### src/rtl/addsub_share_arb.sv
// Shares one registered add/subtract unit between two requesters with a tagged response channel.
// Define ADDSUB_SHARE_ARB_FIXED_PRIO_EN to make requester 0 win every tie instead of round-robin.
module addsub_share_arb #(
    parameter int WIDTH = 2
) (
    input  logic             clk,
    input  logic             rst_n,
    input  logic             req0_valid,
    output logic             req0_ready,
    input  logic [WIDTH-1:0] req0_a,
    input  logic [WIDTH-1:0] req0_b,
    input  logic             req0_sub,
    input  logic             req1_valid,
    output logic             req1_ready,
    input  logic [WIDTH-1:0] req1_a,
    input  logic [WIDTH-1:0] req1_b,
    input  logic             req1_sub,
    output logic             rsp_valid,
    input  logic             rsp_ready,
    output logic [WIDTH-1:0] rsp_data,
    output logic             rsp_flag,
    output logic             rsp_id
);

    typedef enum logic {
        IDLE = 1'b0,
        HOLD = 1'b1
    } state_t;

    state_t           state;
    state_t           state_nx;
    logic             last_grant;
    logic             grant_vld;
    logic             grant_id;
    logic             slot_free;
    logic             accept;
    logic [WIDTH-1:0] op_a;
    logic [WIDTH-1:0] op_b;
    logic             op_sub;
    logic [WIDTH:0]   result;

    // Handshake: a request transfers on a cycle where reqN_valid and reqN_ready are both
    // high at posedge; the response transfers where rsp_valid and rsp_ready are both high.
    always_comb begin
        grant_vld = req0_valid | req1_valid;
        grant_id  = 1'b0;
        if (req0_valid && req1_valid) begin
`ifdef ADDSUB_SHARE_ARB_FIXED_PRIO_EN
            grant_id = 1'b0;
`else
            grant_id = ~last_grant;
`endif
        end else if (req1_valid) begin
            grant_id = 1'b1;
        end
    end

    // The slot frees up in the same cycle the held result is consumed, giving 1 op/cycle.
    assign slot_free  = (state == IDLE) || rsp_ready;
    assign req0_ready = rst_n && slot_free && grant_vld && !grant_id;
    assign req1_ready = rst_n && slot_free && grant_vld && grant_id;
    assign accept     = (req0_valid && req0_ready) || (req1_valid && req1_ready);

    assign op_a   = grant_id ? req1_a   : req0_a;
    assign op_b   = grant_id ? req1_b   : req0_b;
    assign op_sub = grant_id ? req1_sub : req0_sub;

    // Bit WIDTH is the carry for add and the borrow (a < b) for subtract.
    assign result = op_sub ? ({1'b0, op_a} - {1'b0, op_b})
                           : ({1'b0, op_a} + {1'b0, op_b});

    always_comb begin
        state_nx = state;
        case (state)
            IDLE: begin
                if (accept) state_nx = HOLD;
            end
            HOLD: begin
                if (accept)         state_nx = HOLD;
                else if (rsp_ready) state_nx = IDLE;
            end
            default: state_nx = IDLE;
        endcase
    end

    always_ff @(posedge clk) begin
        if (!rst_n) begin
            state      <= IDLE;
            last_grant <= 1'b1;
            rsp_data   <= '0;
            rsp_flag   <= 1'b0;
            rsp_id     <= 1'b0;
        end else begin
            state <= state_nx;
            if (accept) begin
                last_grant <= grant_id;
                rsp_data   <= result[WIDTH-1:0];
                rsp_flag   <= result[WIDTH];
                rsp_id     <= grant_id;
            end
        end
    end

    assign rsp_valid = (state == HOLD);

endmodule

### config.mk
export PLATFORM = sky130hd
export DESIGN_NAME = addsub_share_arb
export DESIGN_NICKNAME = d
export VERILOG_FILES = /design/src/rtl/addsub_share_arb.sv
export SDC_FILE = /design/constraint.sdc
export NUM_CORES = 1
export LEC_CHECK = 0
export ABC_CLOCK_PERIOD_IN_PS = 3400
export BUFFER_PORTS_ARGS = -buffer_cell sky130_fd_sc_hd__buf_2
export CAP_MARGIN = 20
export CORE_AREA = 2 2 39 41
export CTS_CLUSTER_SIZE = 20
export DETAILED_ROUTE_END_ITERATION = 16
export DIE_AREA = 0 0 41 43
export PLACE_DENSITY = 0.55
export SLEW_MARGIN = 40
export SYNTH_ARGS = -nofsm -noshare
export SYNTH_HDL_FRONTEND = slang
export SYNTH_SLANG_ARGS = --single-unit
### constraint.sdc
create_clock -name clk -period 3.4 [get_ports clk]
set_input_delay 0.34 -clock clk [delete_from_list [all_inputs] [get_ports clk]]
set_output_delay 0.34 -clock clk [all_outputs]
set_load 0.02 [all_outputs]
After elaboration in Yosys (flattened, before gate mapping)
Cells that the tools add are included.
- register bits: 6
- input bits: 15
- output and inout port bits: 7
- word-level logic and storage cells: 30
- $add $sub $neg: 2
- mux-type cells: 10
- bitwise logic cells: 3
- reduce and logical (&&, ||, !) cells: 10
- operators by type and width (cell ; count):
    logical AND 1 bit ; 7
    two-way mux 1 bit ; 6
    two-way mux 2 bit ; 2
    adder 2 x 2 -> 3 bit ; 1
    two-way mux 3 bit ; 1
    subtractor 2 x 2 -> 3 bit ; 1
    logical OR 1 bit ; 2
    inverter 1 bit ; 2
    one-hot mux 1 bit (2 select lines) ; 1
    logical NOT 1 bit ; 1
    bitwise OR 1 bit ; 1

Logic depth before layout (Yosys ltp)
- depth after elaboration: 9
- gate-level depth with buffers: 9
- depth with buffers taken out: 9

Least setup slack after synthesis
OpenSTA, ideal clock, no wires.
- kind: input -> register
- start: in req1_valid
- end: reg rsp_flag
- setup time: 0.084 ns
- data arrival time: 2.073 ns
- data required time: 3.316 ns
- slack: 1.243 ns
- stages: 9
- path buffers: 0
- cells stage by stage: a21boi_4 mux2_2 inv_1 ha_1 nand3b_1 o221ai_1 fa_1 a21boi_1 o31ai_2
- word-level cells in the longest chain between the ends: 6
- elaborated cells on any way between the ends: 17
- those cells by class: add/sub: 2; mux: 6; bitwise: 1; reduce/logical: 8
- RTL lines (element ; line ; RTL):
    start: declaration ; 13 ; input logic req1_valid,
    parallel branches: the longest is 6 deep, another holds adder 2 x 2 -> 3 bit ; -- ;
    end signal: assignment ; 98 ; rsp_flag <= result[WIDTH];
    end: declaration ; 21 ; output logic rsp_flag,
Several ways; the timed one is not identified.
A chain may end at the register's enable or synchronous reset.

Worst setup path in the final report
- start: reg last_grant
- end: reg rsp_flag
- word-level cells in the longest chain between the ends: 6
- elaborated cells on any way between the ends: 14
- those cells by class: add/sub: 2; mux: 5; bitwise: 1; reduce/logical: 6
- RTL lines (element ; line ; RTL):
    start: declaration ; 32 ; logic last_grant;
    start signal: assignment ; 96 ; last_grant <= grant_id;
    inverter 1 bit (*) ; 51 ; grant_id = ~last_grant;
    two-way mux 1 bit (*) ; 47 ; if (req0_valid && req1_valid) begin
    parallel branches: the longest is 4 deep, another holds adder 2 x 2 -> 3 bit ; -- ;
Every way passes the cells marked *.

==> impl_metrics.csv <==
group,metric,value,unit
global_routing,antenna_found_initial,0,
global_routing,grt_usage,11.0,%
clock_network,cts_buffer_depth,2,
clock_network,cts.reportedPaths.clkPinSlew,40,ps
power_and_ir_drop,power.ir.vdd_worst,0.113,mV
logic_synthesis,yosysUniqueCellTypes,27,
logic_synthesis,mappedNetlistNets,61,
power_and_ir_drop,share_clk_of_total_power,28.8,%
die,die_x,41,µm
logic_synthesis,synth_top_cells_by_area,"dfxtp_1 30%, ha_1 6.2%, mux2_2 5.6%",
sta,fin_setup_tns,0,ps
drt,detail_routed_net_length_per_standard_cell,9.93,µm
logic_synthesis,post-synth-top-area-fraction,29.7,%
final_layout,final_area,548,µm²
global_routing,globalRouteMet3Util,3.14,%
clock_network,post-cts-setup-buffers,0,
worst_setup_path,crit_path_start_kind,"flop",
logic_synthesis,synth.yosys.seq_area_share,29.7,%
global_routing,grt.overflow.total,0,
worst_setup_path,critical_register_to_register_path_endpoint,"rsp_flag",
place,number_of_placed_cells_counting_well_taps,79,
die,core_region_area,1380,µm²
global_routing,use_met2,17.2,%
global_routing,grt_start_max_net_pins,11,
sta,layout_worst_path_cycle_share,67.1,%
sta,rsz0062_at_grt,"no",
sta,setup_viol_count_final,0,
power_and_ir_drop,power_report.internal_total,151,µW
worst_setup_path,cp_slowest_stage_delay,430,ps
sta,worst_pin_slew,317,ps
power_and_ir_drop,combinationalPowerShare,32.7,%
drt,drt-total-wl,814,µm
worst_setup_path,regToRegStartpoint,"last_grant",
sta,final_max_slew_viol_count,0,
die,initial_utilization,29.2,%
place,dp_slack,947,ps
global_routing,via_count_of_the_first_global_routing_pass,327,
worst_setup_path,timing.reg2reg.worst_path_depth,9,
logic_synthesis,synth.cell_area,404,µm²
logic_synthesis,avgSynthCellArea,9.40,µm²
global_routing,global_route_wire_length_before_repair,1240,µm
sta,post-route-worst-setup-slack,1120,ps
die,rows,14,
worst_setup_path,crit_path_end_kind,"flop",
die,floorplan.die_area,1760,µm²
logic_synthesis,yosysWarnings,0,
power_and_ir_drop,switching_share,29.9,%
clock_network,tritoncts_clock_tree,"built",
worst_hold_path,holdCritPathClass,"in -> reg",
worst_setup_path,crit_path_cell_trace,"a21boi_4 -> mux2_2 -> inv_1 -> ha_1 -> nand3b_1 -> o221ai_1 -> fa_1 -> a21boi_1 -> o31ai_2",
drt,final_antenna_net_count,0,
power_and_ir_drop,p_leak,0.279,nW
global_routing,grt_use_met1,10.7,%
drt,first_iteration_detailed_routing_drc_count,2,
clock_network,h_tree_levels,1,
drt,dr_total_vias,389,
sta,clock_skew,1.31,ps
power_and_ir_drop,pwr-share-seq,38.4,%
sta,fin_crit,2280,ps
run,max_cap_violations,0,
place,detailedPlacementHpwl,663,µm
worst_setup_path,worst-endpoint-arrival,2440,ps
die,ioPinCount,22,
final_layout,final_cell_mix,"21 x buf_2, 6 x dfxtp_1, 3 x inv_1, 3 x nor2_1, 3 x clkbuf_4",
drt,detail_route.first_pass.iterations,2,
worst_setup_path,max_fanout_on_critical_path,10,
clock_network,tritoncts.num_buffers,3,
final_layout,nets,86,
final_layout,layout-drive-gt1-share,45.5,%
drt,vias_per_cell,4.74,
clock_network,cts_root_buffer,"clkbuf_4",
worst_setup_path,critical_path_class,"reg -> reg",
power_and_ir_drop,power_per_cell_area,394,nW/µm²
clock_network,clk-insertion-delay-late,240,ps
worst_setup_path,worstSetupStartpoint,"last_grant",
final_layout,layout.cells.most_common,"buf_2",
clock_network,post_cts_resized,0,
outcome,status,"finished, final reports clean",
drt,drcViolationCount,0,
final_layout,finish.cell_count_without_fillers,82,
die,chipHeight,43,µm
place,numPortBuffers,21,
sta,slew_headroom,78.8,%
clock_network,clkSinkCount,6,
logic_synthesis,synth_top_cell_by_area,"dfxtp_1",
power_and_ir_drop,p_switching,64.5,µW
final_layout,antenna-diode-count,0,
logic_synthesis,synthesis.instances,43,
final_layout,area.growth.synth_to_final,35.6,%
worst_setup_path,worstSetupEndpoint,"rsp_flag",
worst_setup_path,cpMaxStageDelayCell,"fa_1",
place,gpl.final_weighted_congestion,0.603,
sta,fmax,438,MHz
place,dpl_cell_area,526,µm²
worst_hold_path,holdPathStages,2,
global_routing,grt-busiest-layer,"met2",
sta,timing.final.hold_violations,0,
worst_setup_path,r2r_slack,1120,ps
clock_network,ctsHoldBuffers,0,
worst_setup_path,cp_data_required_time,3560,ps
logic_synthesis,ys_seq_elements,6,
-- registers in the layout, summed over array words and instances (netlist names) --
signal,count
rsp_id,1
rsp_valid,1
last_grant,1
rsp_flag,1
rsp_data,2
-- stage by stage --
stage          util (%)  power [mW]  hold WS [ps]
6_report           39.6       0.216           366
3_5_place_dp       38.0       0.156           469
3_3_place_gp       38.0       0.154           461
5_1_grt            39.6       0.232           377
2_1_floorplan         -       0.132           522
4_1_cts            39.6       0.221           365
-- cell type report --
| cell class | count | area [µm²] |
|---|---|---|
| inverters | 3 | 11.3 |
| fillers | 161 | 836 |
| multi-input cells | 33 | 269 |
| flip-flops and latches | 6 | 120 |
| well taps | 16 | 20.0 |
| repair buffers | 21 | 105 |
| clock buffers | 3 | 22.5 |
-- power by group through the flow --
stage               sequential, mW  combinational, mW  clock, mW
global route                0.0836             0.0793     0.0694
detailed placement          0.0843             0.0716          0
CTS                         0.0831             0.0719     0.0656
floorplan                   0.0928             0.0395          0
global placement            0.0840             0.0703          0
finish                      0.0830             0.0706     0.0622
-- critical path: cells and delay by family, from the launching register on --
family,cells,cell delay (ps)
compound gates,4,790
fa+ha+maj,2,530
buf+inv,1,60
flops,1,330
mux,1,390
simple gates,1,90
-- worst min path at each step --
stage | startpoint | to
6_report | rst_n | last_grant
5_1_grt | rst_n | last_grant
4_1_cts | rst_n | last_grant
3_5_place_dp | rsp_data[1] | rsp_data[1]
3_3_place_gp | rsp_data[1] | rsp_data[1]
2_1_floorplan | req0_valid | rsp_valid
-- cells in the mapped netlist --
cell type  instances
dfxtp_1            6
inv_1              3
nor2_1             3
a21oi_1            2
ha_1               2
mux2_2             2
mux2i_1            2
nand2b_1           2
nand3_1            2
o21ai_0            2
a21boi_0           1
a21boi_1           1
a21boi_4           1
a22oi_1            1
and2_1             1
and3_1             1
and3_2             1
and3b_1            1
clkbuf_1           1
fa_1               1
nand2_1            1
nand3b_1           1
nand3b_2           1
nor2b_1            1
o21a_1             1
o221ai_1           1
o31ai_2            1
-- per-layer routing --
layer / vias to the layer above / wire (µm)
li1: 202 / -
met1: 165 / 343
met2: 20 / 393
met3: 2 / 65
met4: 0 / 12
met5: - / 0
-- logic make-up (layout without fill, tap and decap cells) --
logic type      after synthesis  in the layout  share of synthesized area [%]
simple gates                 15             15                           22.6
fa+ha+maj                     3              3                           11.1
mux                           4              4                           10.5
buf+inv                       4             27                           3.71
flops                         6              6                           29.7
compound gates               11             11                           22.3
Power figures use the tool's default switching activity.
